**src/rtl/nes_pad_port.sv**
```systemverilog
// NES controller port: synchronised button input latched into a CD4021-style shift register.
// Optional per-bit debounce is enabled by defining NES_PAD_DEBOUNCE_EN.
module nes_pad_port #(
  parameter bit          ACTIVE_LOW      = 1'b1,
  parameter logic [15:0] DEBOUNCE_CYCLES = 16'd50000
) (
  input  logic       clk,
  input  logic       rst_n,
  input  logic [7:0] buttons_in,
  input  logic       strobe,
  input  logic       read_pulse,
  output logic       data_out,
  output logic       empty,
  output logic [7:0] buttons_dbg
);

  localparam logic [7:0] RELEASED_LEVEL = ACTIVE_LOW ? 8'hFF : 8'h00;

  logic [7:0] syncMeta_q;
  logic [7:0] syncOut_q;
  logic [7:0] syncBtn;
  logic [7:0] btn;

  logic [7:0] sr_q, sr_d;
  logic [3:0] cnt_q, cnt_d;
  logic       empty_q;

  always_ff @(posedge clk or negedge rst_n) begin
    if (!rst_n) begin
      syncMeta_q <= RELEASED_LEVEL;
      syncOut_q  <= RELEASED_LEVEL;
    end else begin
      syncMeta_q <= buttons_in;
      syncOut_q  <= syncMeta_q;
    end
  end

  assign syncBtn = ACTIVE_LOW ? ~syncOut_q : syncOut_q;

`ifdef NES_PAD_DEBOUNCE_EN
  logic [15:0] debCnt_q [8];
  logic [7:0]  deb_q;

  // A bit flips only after DEBOUNCE_CYCLES consecutive samples disagree with it.
  always_ff @(posedge clk or negedge rst_n) begin
    if (!rst_n) begin
      deb_q <= 8'h00;
      for (int i = 0; i < 8; i++) begin
        debCnt_q[i] <= 16'd0;
      end
    end else begin
      for (int i = 0; i < 8; i++) begin
        if (syncBtn[i] == deb_q[i]) begin
          debCnt_q[i] <= 16'd0;
        end else if (debCnt_q[i] == DEBOUNCE_CYCLES - 16'd1) begin
          deb_q[i]    <= syncBtn[i];
          debCnt_q[i] <= 16'd0;
        end else begin
          debCnt_q[i] <= debCnt_q[i] + 16'd1;
        end
      end
    end
  end

  assign btn = deb_q;
`else
  assign btn = syncBtn;
`endif

  // Strobe reloads continuously and overrides reads; shifting fills with 1 like a real pad.
  always_comb begin
    sr_d  = sr_q;
    cnt_d = cnt_q;
    if (strobe) begin
      sr_d  = btn;
      cnt_d = 4'd0;
    end else if (read_pulse) begin
      sr_d  = {1'b1, sr_q[7:1]};
      cnt_d = (cnt_q == 4'd8) ? 4'd8 : cnt_q + 4'd1;
    end
  end

  always_ff @(posedge clk or negedge rst_n) begin
    if (!rst_n) begin
      sr_q    <= 8'h00;
      cnt_q   <= 4'd0;
      empty_q <= 1'b0;
    end else begin
      sr_q    <= sr_d;
      cnt_q   <= cnt_d;
      empty_q <= (cnt_d == 4'd8);
    end
  end

  assign data_out    = sr_q[0];
  assign empty       = empty_q;
  assign buttons_dbg = btn;

endmodule

```
**config.mk**
```make
export PLATFORM = sky130hd
export DESIGN_NAME = nes_pad_port
export DESIGN_NICKNAME = d
export VERILOG_FILES = /design/src/rtl/nes_pad_port.sv
export SDC_FILE = /design/constraint.sdc
export NUM_CORES = 1
export LEC_CHECK = 0
export ABC_AREA = 1
export BUFFER_PORTS_ARGS = -buffer_cell sky130_fd_sc_hd__clkbuf_2
export CORE_UTILIZATION = 47
export CTS_CLUSTER_SIZE = 10
export DETAILED_ROUTE_END_ITERATION = 8
export PLACE_DENSITY_LB_ADDON = 0.1
export SYNTH_ARGS = -nofsm -noshare
export SYNTH_HDL_FRONTEND = slang
export SYNTH_SLANG_ARGS = --single-unit
```
**constraint.sdc**
```tcl
create_clock -name clk -period 1.3 [get_ports clk]
set_clock_uncertainty 0.05 [all_clocks]
set_input_delay 0 -clock clk [delete_from_list [all_inputs] [get_ports clk]]
set_output_delay 0 -clock clk [all_outputs]
set_load 0.005 [all_outputs]
```
After elaboration in Yosys (flattened, before gate mapping)
Index checks and enable logic that the tools add are counted.

word-level totals
  register bits = 29
  bits of input ports = 12
  output and inout bits = 10

cells by class
  add/subtract/negate cells = 1
  equality and inequality tests = 2
  muxes and demuxes = 5
  bitwise gates (word level) = 1
  reduce and logical (&&, ||, !) cells = 1

operators with widths
  kind                                                           count
  8-bit two-way mux                                              2
  4-bit two-way mux                                              3
  4-bit equality test, second input constant                     2
  8-bit NOT                                                      1
  4-bit by 1-bit adder with 4-bit output, second input constant  1
  2-bit nonzero test                                             1

Logic depth before layout (Yosys ltp)
  depth in word-level cells = 5
  gate-level depth with buffers = 8

Least setup slack after synthesis
Ideal clock, no wire load.

  path kind = register -> register
  start = reg cnt_q[1]
  end = reg empty_q (netlist: empty)
  library setup time = 0.116 ns
  arrival time = 1.042 ns
  path slack = 0.092 ns
  stages on the path, launching flop included = 8
  buffers on the path = 0
  cell sequence = dfrtp_1 inv_1 ha_1 inv_1 a21oi_1 o21ai_2 nand3_2 nor2_2

between the ends
  word-level cells in the longest chain between the ends = 5
  elaborated cells on any way between the ends = 6
  classes of those cells = add/sub (1); eq/ne (2); mux (3)

RTL lines
  element                                                                               RTL line  text
  start: declaration                                                                    25        logic [3:0] cnt_q, cnt_d;
  start signal: assignment                                                              90        cnt_q <= cnt_d;
  4-bit by 1-bit adder with 4-bit output / 4-bit equality test (equally long branches)  79        cnt_d = (cnt_q == 4'd8) ? 4'd8 : cnt_q + 4'd1;
  4-bit two-way mux                                                                     79
  4-bit two-way mux (*)                                                                 77        end else if (read_pulse) begin
  4-bit two-way mux (*)                                                                 74        if (strobe) begin
  4-bit equality test (*)                                                               91        empty_q <= (cnt_d == 4'd8);
  end signal: assignment                                                                91
  end: declaration                                                                      26        logic empty_q;

Mark *: on every way between the ends. The rest lies on a longest branch, timed or not.
A chain may end at the register's enable or synchronous reset.

Worst setup path after layout
  start = reg cnt_q[0]
  end = reg empty_q (netlist: empty)

The elaborated chain is that of the path after synthesis.

==> results.tsv <==
metric	value	unit
outcome	finished clean	
post_route_cells_drive_above_1_share	48.95	%
drt_iter0_drc	7	
crit_slowest_cell	dfrtp_1	
clkSinkCount	29	
avgSynthCellArea	11.27	um2
synth_area	1139	um2
critPathBufInv	2	
synth_ff_type	dfstp_2	
holdPathStages	3	
yosysMostFrequentCell	inv_1	
die-area	2623	um2
synth_nets	115	
antenna_found_initial	0	
critical_path.max_fanout	4	
worstPathArrival	1.39	ns
ctsHtreeMaxLevel	2	
ys_seq_elements	29	
synth_top_area_share	36.92	%
crit_path_end_kind	flip-flop	
crit_type	flip-flop to flip-flop	
path_depth	7	
multiInputGateArea	312.8	um2
grt-ovfl-total	0	
final_max_slew_viol_count	0	
slew-limit-headroom	65.33	%
nFillCells	193	
slowest_delay	0.43	ns
dr.pass1.iters	4	
rsz0062_at_grt	true	
max_cap_viol_count	0	
synth-edff-count	0	
synth_top_family_by_area	simple AND/OR/NAND/NOR gates	
synth_seq_area_share	65.49	%
fin_crit	1.230	ns
hold_viol_final	0	
synth_xor_area_share	0	%
design_area	1515	um2
num_vias	804	
routed_wl	1.855	mm
seqCellArea	747.0	um2
synth_warnings	0	
grt_pass1_vias	793	
cts_tree	yes	
synthAdderAreaFrac	2.198	%
dpl_worst_slack	0.03781	ns
final_core_util	67.20	%
grt_pass1_wl	3.263	mm
crit_path_start_kind	flip-flop	
fp.coreArea	2255	um2
cp_top_family	flip-flops	
p_leak	0.7721	nW
synth_mux_area_share	0	%
final.setup.tns	0	ns
grt_util_all_layers	18.11	%
rows	17	
wl_per_cell	10.85	um
clk_root_buffer_cell	clkbuf_4	
port_buffers	21	
power.density	1290	nW/um2
die_x	51.22	um
worst_slack	0.06965	ns
synth_area_leaders	dfstp_2, dfrtp_1, inv_1	
ys_async_sr_fraction	100.0	%
diodes	0	
synth-compound-area-share	8.901	%
fin_crit_sh	94.64	%
path_clk_slew	0.09	ns
worst_slew_pin_slew	0.5201	ns
ant_nets	0	
syn_to_final_growth	33.08	%
worstRegToRegCells	7	
path_cells	inv_2 -> ha_4 -> inv_1 -> a21oi_2 -> o21ai_2 -> nand3_2 -> nor2_2	
cts_buffer_depth	2	
routabilityCongestion	0.7935	
synthTopCellsByCount	inv_1, dfstp_2, nand2_1	
yosys.area_share.simple	13.63	%
hpwl	1.312	mm
synth_area_leader_cell	dfstp_2	
start_util	50.50	%
postSynthCellCount	101	
num_io_pins	22	
via_per_inst	4.702	
clk_latency	0.32	ns
worst_hold_path_type	input port to flip-flop	
drc	0	
crit_required	1.46	ns
synth_cell_type_count	23	
placed_cell_area	1290	um2
vdd_ir_drop_max	0.9290	mV
grt_max_degree	23	
die_h	51.22	um
finalSetupViolations	0	
nets	156	
cts_made_buffers	5	
max_freq	0.8128	GHz
## registers in the layout, summed over array words and instances (netlist names)
register    flops
syncMeta_q      8
empty           1
cnt_q           4
sr_q            8
syncOut_q       8
## path summary, 6_finish.rpt
check | start | endpoint | slack (ns)
worst max-delay path | cnt_q[0]$_DFF_PN0_ | empty$_DFF_PN0_ | 0.07
worst min-delay path | read_pulse | sr_q[4]$_DFFE_PN0P_ | 0.07
worst max register to register | cnt_q[0]$_DFF_PN0_ | empty$_DFF_PN0_ | 0.07
worst min register to register | syncMeta_q[4]$_DFF_PN1_ | syncOut_q[4]$_DFF_PN1_ | 0.31
max in group asynchronous | rst_n | syncOut_q[4]$_DFF_PN1_ | 0.50
min in group asynchronous | rst_n | sr_q[4]$_DFFE_PN0P_ | 0.14
## worst register-to-register path: cells and delay by family, from the launching register on
kind                       cells  cell delay [ns]
DFF                            1             0.43
adders and majority gates      1             0.25
AOI/OAI and AO/OA              2             0.20
and+or+nand+nor                2             0.11
buffers and inverters          2             0.10
## power breakdown
group / switching [mW] / internal (mW) / total (mW)
combinational: 0.108 / 0.0952 / 0.203
clock: 0.285 / 0.459 / 0.744
sequential: 0.0290 / 0.978 / 1.01
total: 0.422 / 1.53 / 1.95
## placed cells by master, fill, tap and decap left out, types with 3 or more instances in the layout
cell type	n
nand2_1	16
clkbuf_4	5
clkbuf_2	21
buf_4	4
inv_1	20
a22oi_1	3
dfstp_2	16
nor2_2	3
dfrtp_1	12
nor2_1	3
dlygate4sd3_1	10
inv_2	4
## metrics by stage
step	instances	hold WS [ns]	power (mW)
2_1_floorplan	101	-0.3456	1.110
3_3_place_gp	152	-0.03858	1.187
3_5_place_dp	152	-0.04764	1.192
4_1_cts	170	0.03058	1.974
5_1_grt	171	0.07202	2.056
6_report	171	0.07350	1.954
## area by class of cell
type                            instances  area share (%)
Inverter                               26           6.606
Clock inverter                          1           1.982
Tap cell                               28           2.312
Sequential cell                        29           49.30
Multi-Input combinational cell         45           20.64
Clock buffer                            7           3.633
Timing Repair Buffer                   35           15.52
## metal layers
metal  global-route usage [%]  routed length [um]
met3                    7.440                 104
met2                    28.95                 889
met4                    10.81                  43
met1                    20.16                 817
met5                        0                   0
## what timing repair did
| action | 4_1_cts | 5_1_grt |
|---|---|---|
| resized for setup | 0 | 10 |
| hold buffers | 10 | 0 |
| hold endpoints to repair | 29 | 0 |
| buffers inserted | 0 | 1 |
| setup endpoints to repair | 0 | 1 |
## kinds of logic after synthesis
| logic type | after synthesis |
|---|---|
| and+or+nand+nor | 31 |
| buffers and inverters | 27 |
| adders and majority gates | 2 |
| AOI/OAI and AO/OA | 12 |
| DFF | 29 |
No activity file was read; power rests on OpenSTA's default activity.
